File: src/rtl/motoro3_pwm_multichannel.sv
// N-channel PWM generator on a shared period counter with sub-minimum pulse
// suppression, on-time carry-over and per-channel want/real accounting.
module motoro3_pwm_multichannel #(
   parameter int NCH  = 3,
   parameter int CW   = 12,
   parameter int PW   = 16,
   parameter int ACCW = 24
) (
   input  logic                clk,
   input  logic                nRst,
   input  logic                en,
   input  logic                sync,
   input  logic                accClr,
   input  logic [CW-1:0]       periodLen,
   input  logic [CW-1:0]       minPulse,
   input  logic                mode,
   input  logic [NCH*PW-1:0]   duty,
   output logic [NCH-1:0]      pwm,
   output logic                periodStart,
   output logic [NCH*ACCW-1:0] lost
);

   localparam logic [CW-1:0] MIN_PER = CW'(2);

   logic                r_run;
   logic [CW-1:0]       r_pcnt;
   logic [CW-1:0]       r_per;
   logic [CW-1:0]       r_minp;
   logic                r_mode;
   logic [PW-1:0]       r_rem  [NCH];
   logic [CW-1:0]       r_on   [NCH];
   logic [ACCW-1:0]     r_want [NCH];
   logic [ACCW-1:0]     r_real [NCH];
   logic [NCH-1:0]      r_pwm;
   logic                r_ps;
   logic [NCH*ACCW-1:0] r_lost;

   logic                w_start;
   logic [CW-1:0]       w_per_n;
   logic [CW-1:0]       w_minp_n;
   logic [CW-1:0]       w_pcnt_n;
   logic                w_mode_n;
   logic [PW-1:0]       w_duty  [NCH];
   logic [CW-1:0]       w_on_n  [NCH];
   logic [PW-1:0]       w_rem_n [NCH];
   logic [NCH-1:0]      w_pwm_n;

   // A start is a wrap, a sync, or the first enabled edge after idle/reset.
   always_comb begin
      // NOTE: every combinational output gets a default first so no latch is inferred.
      w_start  = en & (~r_run | sync | (r_pcnt == r_per - 1'b1));
      w_per_n  = r_per;
      w_minp_n = r_minp;
      w_mode_n = r_mode;
      w_pcnt_n = r_pcnt + 1'b1;
      if (w_start) begin
         w_per_n  = (periodLen < MIN_PER) ? MIN_PER : periodLen;
         w_minp_n = minPulse;
         w_mode_n = mode;
         w_pcnt_n = '0;
      end
   end

   always_comb begin : chan_next
      logic [PW:0]   v_eff;
      logic [PW:0]   v_left;
      logic [CW-1:0] v_s;
      logic [CW:0]   v_end;
      w_pwm_n = '0;
      for (int k = 0; k < NCH; k++) begin
         w_duty[k]  = duty[k*PW +: PW];
         v_eff      = {1'b0, r_rem[k]} + {1'b0, w_duty[k]};
         v_left     = '0;
         w_on_n[k]  = r_on[k];
         w_rem_n[k] = r_rem[k];
         if (w_start) begin
            if ((v_eff >= (PW+1)'(w_minp_n)) && (v_eff != '0)) begin
               w_on_n[k] = (v_eff > (PW+1)'(w_per_n)) ? w_per_n : v_eff[CW-1:0];
               v_left    = v_eff - (PW+1)'(w_on_n[k]);
            end else begin
               w_on_n[k] = '0;
               v_left    = v_eff;
            end
            w_rem_n[k] = v_left[PW] ? '1 : v_left[PW-1:0];
         end
         // Centre window is evaluated on next-state values so the register matches its clock.
         v_s   = (w_per_n - w_on_n[k]) >> 1;
         v_end = {1'b0, v_s} + {1'b0, w_on_n[k]};
         if (w_mode_n)
            w_pwm_n[k] = (w_pcnt_n >= v_s) && ({1'b0, w_pcnt_n} < v_end);
         else
            w_pwm_n[k] = (w_pcnt_n < w_on_n[k]);
      end
   end

   always_ff @(negedge clk or negedge nRst) begin
      if (!nRst) begin
         r_run  <= 1'b0;
         r_pcnt <= '0;
         r_per  <= MIN_PER;
         r_minp <= '0;
         r_mode <= 1'b0;
         r_pwm  <= '0;
         r_ps   <= 1'b0;
         r_lost <= '0;
         // NOTE: these per-channel arrays are plain flops, not RAM, so they are reset like any register.
         for (int k = 0; k < NCH; k++) begin
            r_rem[k]  <= '0;
            r_on[k]   <= '0;
            r_want[k] <= '0;
            r_real[k] <= '0;
         end
      end else begin
         if (!en) begin
            r_run  <= 1'b0;
            r_pcnt <= '0;
            r_pwm  <= '0;
            r_ps   <= 1'b0;
            for (int k = 0; k < NCH; k++) begin
               r_rem[k] <= '0;
               r_on[k]  <= '0;
            end
         end else begin
            r_run  <= 1'b1;
            r_pcnt <= w_pcnt_n;
            r_per  <= w_per_n;
            r_minp <= w_minp_n;
            r_mode <= w_mode_n;
            r_pwm  <= w_pwm_n;
            r_ps   <= w_start;
            for (int k = 0; k < NCH; k++) begin
               r_rem[k] <= w_rem_n[k];
               r_on[k]  <= w_on_n[k];
            end
         end
         // realAcc counts the clock that just ended with the gate high.
         for (int k = 0; k < NCH; k++) begin
            r_lost[k*ACCW +: ACCW] <= r_want[k] - r_real[k];
            if (accClr) begin
               r_want[k] <= w_start ? ACCW'(w_duty[k]) : '0;
               r_real[k] <= '0;
            end else begin
               if (w_start)
                  r_want[k] <= r_want[k] + ACCW'(w_duty[k]);
               r_real[k] <= r_real[k] + ACCW'(r_pwm[k]);
            end
         end
      end
   end

   assign pwm         = r_pwm;
   assign periodStart = r_ps;
   assign lost        = r_lost;

endmodule

File: config.mk
export PLATFORM = sky130hd
export DESIGN_NAME = motoro3_pwm_multichannel
export DESIGN_NICKNAME = d
export VERILOG_FILES = /design/src/rtl/motoro3_pwm_multichannel.sv
export SDC_FILE = /design/constraint.sdc
export NUM_CORES = 1
export LEC_CHECK = 0
export ABC_AREA = 1
export ABC_CLOCK_PERIOD_IN_PS = 9000
export CORE_MARGIN = 1
export CORE_UTILIZATION = 63
export DETAILED_ROUTE_END_ITERATION = 10
export PLACE_DENSITY_LB_ADDON = 0.05
export SYNTH_ARGS = -nofsm -noshare
export SYNTH_HDL_FRONTEND = slang
export SYNTH_SLANG_ARGS = --single-unit
File: constraint.sdc
create_clock -name clk -period 9 [get_ports clk]
set_input_delay 1.35 -clock clk [delete_from_list [all_inputs] [get_ports clk]]
set_output_delay 1.35 -clock clk [all_outputs]
set_load 0.05 [all_outputs]
==> metrics, run 1 <==
first error [ERROR GRT-0232] Routing congestion too high. Check the congestion heatmap in the GUI.; Yosys top cell area share 27.6%; root buf cell clkbuf_16; HPWL Detailed approximately 77 mm; Post-synth ARST share between 90% and 100%; Cell variety after synth 60; syn_area_per_cell slightly above 7 µm²; top-count cell post-synth nand2_1; Area contributors post-synth dfrtn_1, ha_1, nand2_1; Synthesis Warnings 0; largest net degree at the start of global routing 131; Sink Count 342; category of the worst endpoint register input; row cnt 80; Boundary Pins 154; RePlAce Congestion 1.03; Die W 223 µm; Mapped Area 0.0309 mm²; cell count after synthesis 4243; gr ovfl total 554; Stopped at 5_1_grt; post-synth top area cell dfrtn_1; Syn Nets 4742; post-GRT worst EP pwm[1]$_DFF_NN0_/D; sequential share of the synthesized area 27.7%; starting density of the core roughly 64%; Post-synth top cells nand2_1, inv_1, ha_1; maximum buffer depth of the clock tree 3; number of flops mapped to enable cells by yosys 0; gr usage total just under 90%; count of input and output buffers 153; top_reg_cell synth dfrtn_1; synthesis-stage register bit count 342; Hold Buf Count CTS 0; Inst Count DP 5737; status aborted with a tool error; CTS Buf Count 40; Die Span Y 223 µm; H-tree depth 2
-- metal layers --
layer / overflow / GRT usage (%)
met5: 6 / 62.5
met4: 165 / 91.6
met3: 31 / 78.1
met2: 317 / 100
met1: 35 / 86.9
-- cell families after synthesis --
kind of cell / after synthesis / synth area share, %
flip-flops: 342 / 27.7
adder cells (fa/ha/maj): 421 / 17.4
AND/OR/NAND/NOR: 1645 / 23.4
buffers and inverters: 710 / 8.73
XOR/XNOR: 242 / 6.86
AO/OA/AOI/OAI: 883 / 15.9
-- through the flow --
| stage | setup TNS (ns) | instance area [µm²] | util [%] | setup slack, ns | hold WS [ns] |
|---|---|---|---|---|---|
| 2_1_floorplan | -95.30 | 31300 | - | -2.77 | 0.370 |
| 3_3_place_gp | -182.29 | 39400 | 82.0 | -3.68 | 0.377 |
| 3_5_place_dp | -195.85 | 39400 | 82.0 | -3.82 | 0.407 |
| 4_1_cts | -91.81 | 43600 | 90.7 | -2.46 | 0.405 |
-- timing repair --
| action | in CTS |
|---|---|
| setup buffers | 175 |
| resized for setup | 443 |
| pin swaps | 245 |
| gates cloned | 4 |
| setup endpoints to repair | 101 |
==> inputs of run 2 (changes only) <==
- CORE_UTILIZATION: 63 -> 40
- PLACE_DENSITY_LB_ADDON: 0.05 -> 0.15
==> run 2 against run 1 <==
  * The flow now finishes, with violations (negative setup slack)
  * Synthesized cell count is the same
  * Synthesized area stayed put
==> metrics, run 2 <==
Crit Path Max Fanout 4; Max VDD drop 0.174 mV; HPWL Detailed 77.7 mm (was 76.5 mm); Reg2Reg Setup Slack between 1 and 1.5 ns; initial drt markers between 1500 and 2000; maximum buffer depth of the clock tree 3 (unchanged); Die W 280 µm (was 223 µm); RSZ-0062 raised after global routing yes; share of layout cells above drive strength 1 roughly a third; Clk Latency, worst-skew pair 0.62 ns; CP max stage delay 0.35 ns; Worst Reg2Reg Path Length in Cells 59; Boundary Pins 154 (unchanged); number of diodes 0; syn_area_per_cell 7.28 µm² (unchanged); Vias per Instance 4.99; largest net degree at the start of global routing 101; CTS tree done; Worst R2R Start r_per[1]; top_reg_cell synth dfrtn_1 (unchanged); Final Cell Area around 0.046 mm²; Worst Path Required 4.90 ns; synthesis-stage register bit count 342 (unchanged); Critical path origin duty[16]; Inst Count DP 6193 (was 5737); slowest CP cell fa_2; worst rel slew slack a little under half; Sw Share 44.3%; worst slew pin tran 0.791 ns; gr ovfl total 0; Yosys top cell area share 27.6% (unchanged); Hold Path Sink r_real[57]; vias in the first global route 31011; Finished Layout Cells 6467; Final Skew about 0.066 ns; Leak 23.3 nW; Syn Nets 4742 (unchanged); hold path depth 1; fin nets ~5900; Hold Buf Count CTS 0 (unchanged); most common cell after layout, fill and taps aside buf_4; post-synth top area cell dfrtn_1 (unchanged); RR Endpoint pwm[1]; WP buf/inv 16; initial antenna violation count 2; gr usage total 25.5%; cell count after synthesis 4243 (unchanged); Mapped Area 0.0309 mm² (unchanged); H-tree depth 2 (unchanged); Core Util, Final 60.8%; Comb power frac between 70% and 80%; number of flops mapped to enable cells by yosys 0 (unchanged); CP most frequent cell buf_4; root buf cell clkbuf_16 (unchanged); CP Capture Type register; CTS clk-pin slew, worst paths roughly 0.040 ns; count of input and output buffers 153 (unchanged); row cnt 101 (was 80); Post-synth ARST share 100% (unchanged); Area contributors post-synth dfrtn_1, ha_1, nand2_1 (unchanged); Post-DRT Antenna Nets 0; Slew Limit Fails 0; Final Hold Viols 0; CTS Buf Count 43 (was 40); Clock Power Share about a tenth; WP data arrival around 7.6 ns; Post-Route WL 103 mm; Post-synth top cells nand2_1, inv_1, ha_1 (unchanged); Flop pwr share 12.2%; NetSw between 7 and 8 mW; total core area roughly 0.076 mm²; first-pass GRT wire length 160 mm; Power Density around 370 mW/mm²; HP Start r_real[56]; Cell variety after synth 60 (unchanged); Layout area overhead 50.0%; top-count cell post-synth nand2_1 (unchanged); RePlAce Congestion 0.931 (was 1.03); DR vias around 32000; average wire per standard cell 15.9 µm; most frequent cells in the layout buf_4, nand2_1, inv_1; placed cell area 0.0402 mm² (was 0.0394 mm²); Synthesis Warnings 0 (unchanged); # Max-Cap Violations 0; Hold Path Class register to register; Sink Count 342 (unchanged); Internal Power 9.42 mW; starting density of the core 40.5% (was 64.3%); sequential share of the synthesized area 27.7% (unchanged); status complete, but fails checks (was aborted with a tool error); Pre-antenna DRT Iters 5; failing checks negative setup slack; CP Class input pin to register; Die Span Y 280 µm (was 223 µm); CP top delay family simple AND/OR/NAND/NOR gates; PnR worst setup slack -2.64 ns; final setup violation count 54; Post-route DRC 0; Die Area a little under 0.08 mm²; critical path startpoint category input pin
==> run 2: cell counts after synthesis <==
No cell type changed its count.
==> run 2: stage by stage <==
step                      hold WS [ns]  TNS [ns]  setup WS, ns  power, mW
after floorplan                  0.370    -95.30         -2.77       7.85
after global placement           0.386   -204.00         -3.94       12.2
after detailed placement         0.405   -208.39         -3.96       12.2
after CTS                        0.392    -90.22         -2.41       15.9
after global routing             0.419   -105.22         -3.00       18.3
final                            0.389    -88.15         -2.64       16.9
==> run 2: timing repair <==
item	4_1_cts	5_1_grt
pin swaps	253	284
resized for setup	491	376
setup endpoints to repair	106	96
gates cloned	4	0
hold endpoints to repair	0	0
buffers inserted	152	65
==> run 2: worst reg2reg max path: cells and delay by family (launching register included) <==
family | cells | cell delay, ns
AO/OA/AOI/OAI | 4 | 0.31
XOR/XNOR | 1 | 0.21
adder cells (fa/ha/maj) | 4 | 0.89
flip-flops | 1 | 0.58
AND/OR/NAND/NOR | 30 | 3.17
buffers and inverters | 20 | 2.14
==> run 2: area by class of cell <==
| class | count | area, µm² |
|---|---|---|
| Multi-Input combinational cell | 3192 | 22900 |
| Clock buffer | 60 | 1270 |
| Fill cell | 6758 | 29900 |
| Clock inverter | 20 | 199 |
| Timing Repair inverter | 2 | 15.0 |
| Timing Repair Buffer | 1189 | 9700 |
| Sequential cell | 342 | 8560 |
| Inverter | 632 | 2410 |
| Tap cell | 1030 | 1290 |
==> run 2: worst max path at each step <==
stage          endpoint  slack, ns  depth (start not counted)
2_1_floorplan    pwm[1]      -2.77                         51
3_3_place_gp     pwm[2]      -3.94                         48
3_5_place_dp     pwm[2]      -3.96                         49
4_1_cts          pwm[0]      -2.41                         49
5_1_grt          pwm[1]      -3.00                         53
6_report         pwm[1]      -2.64                         52
==> run 2: routing by layer <==
metal	GRT usage, %	part of all wire, %	up-vias
met5	0	0.016	-
met4	10.2	4.4	2
met3	2.95	3.9	204
met2	42.6	46	620
met1	33.5	45	14980
li1	-	-	16482
==> run 2: power by group through the flow <==
stage                     Clock, mW  Combinational (mW)  Sequential, mW
after floorplan             0.00139                5.33            2.52
after global placement      0.00139                10.1            2.07
after detailed placement    0.00139                10.2            2.07
after CTS                      1.84                12.0            2.07
after global routing           1.90                14.3            2.10
final                          1.79                13.1            2.07
==> run 2: cells by family after synthesis <==
kind of cell,after synthesis,share of synthesized area [%]
simple gates,1645,23.4
compound gates,883,15.9
buf+inv,710,8.73
fa+ha+maj,421,17.4
flops,342,27.7
xor+xnor,242,6.86
No activity file was read; power rests on OpenSTA's default activity.
==> inputs of run 3 (changes only) <==
- HOLD_SLACK_MARGIN: default -> 0.06
==> results of run 3 <==
The final DEF is identical to that of run 2; final timing and power are the same.
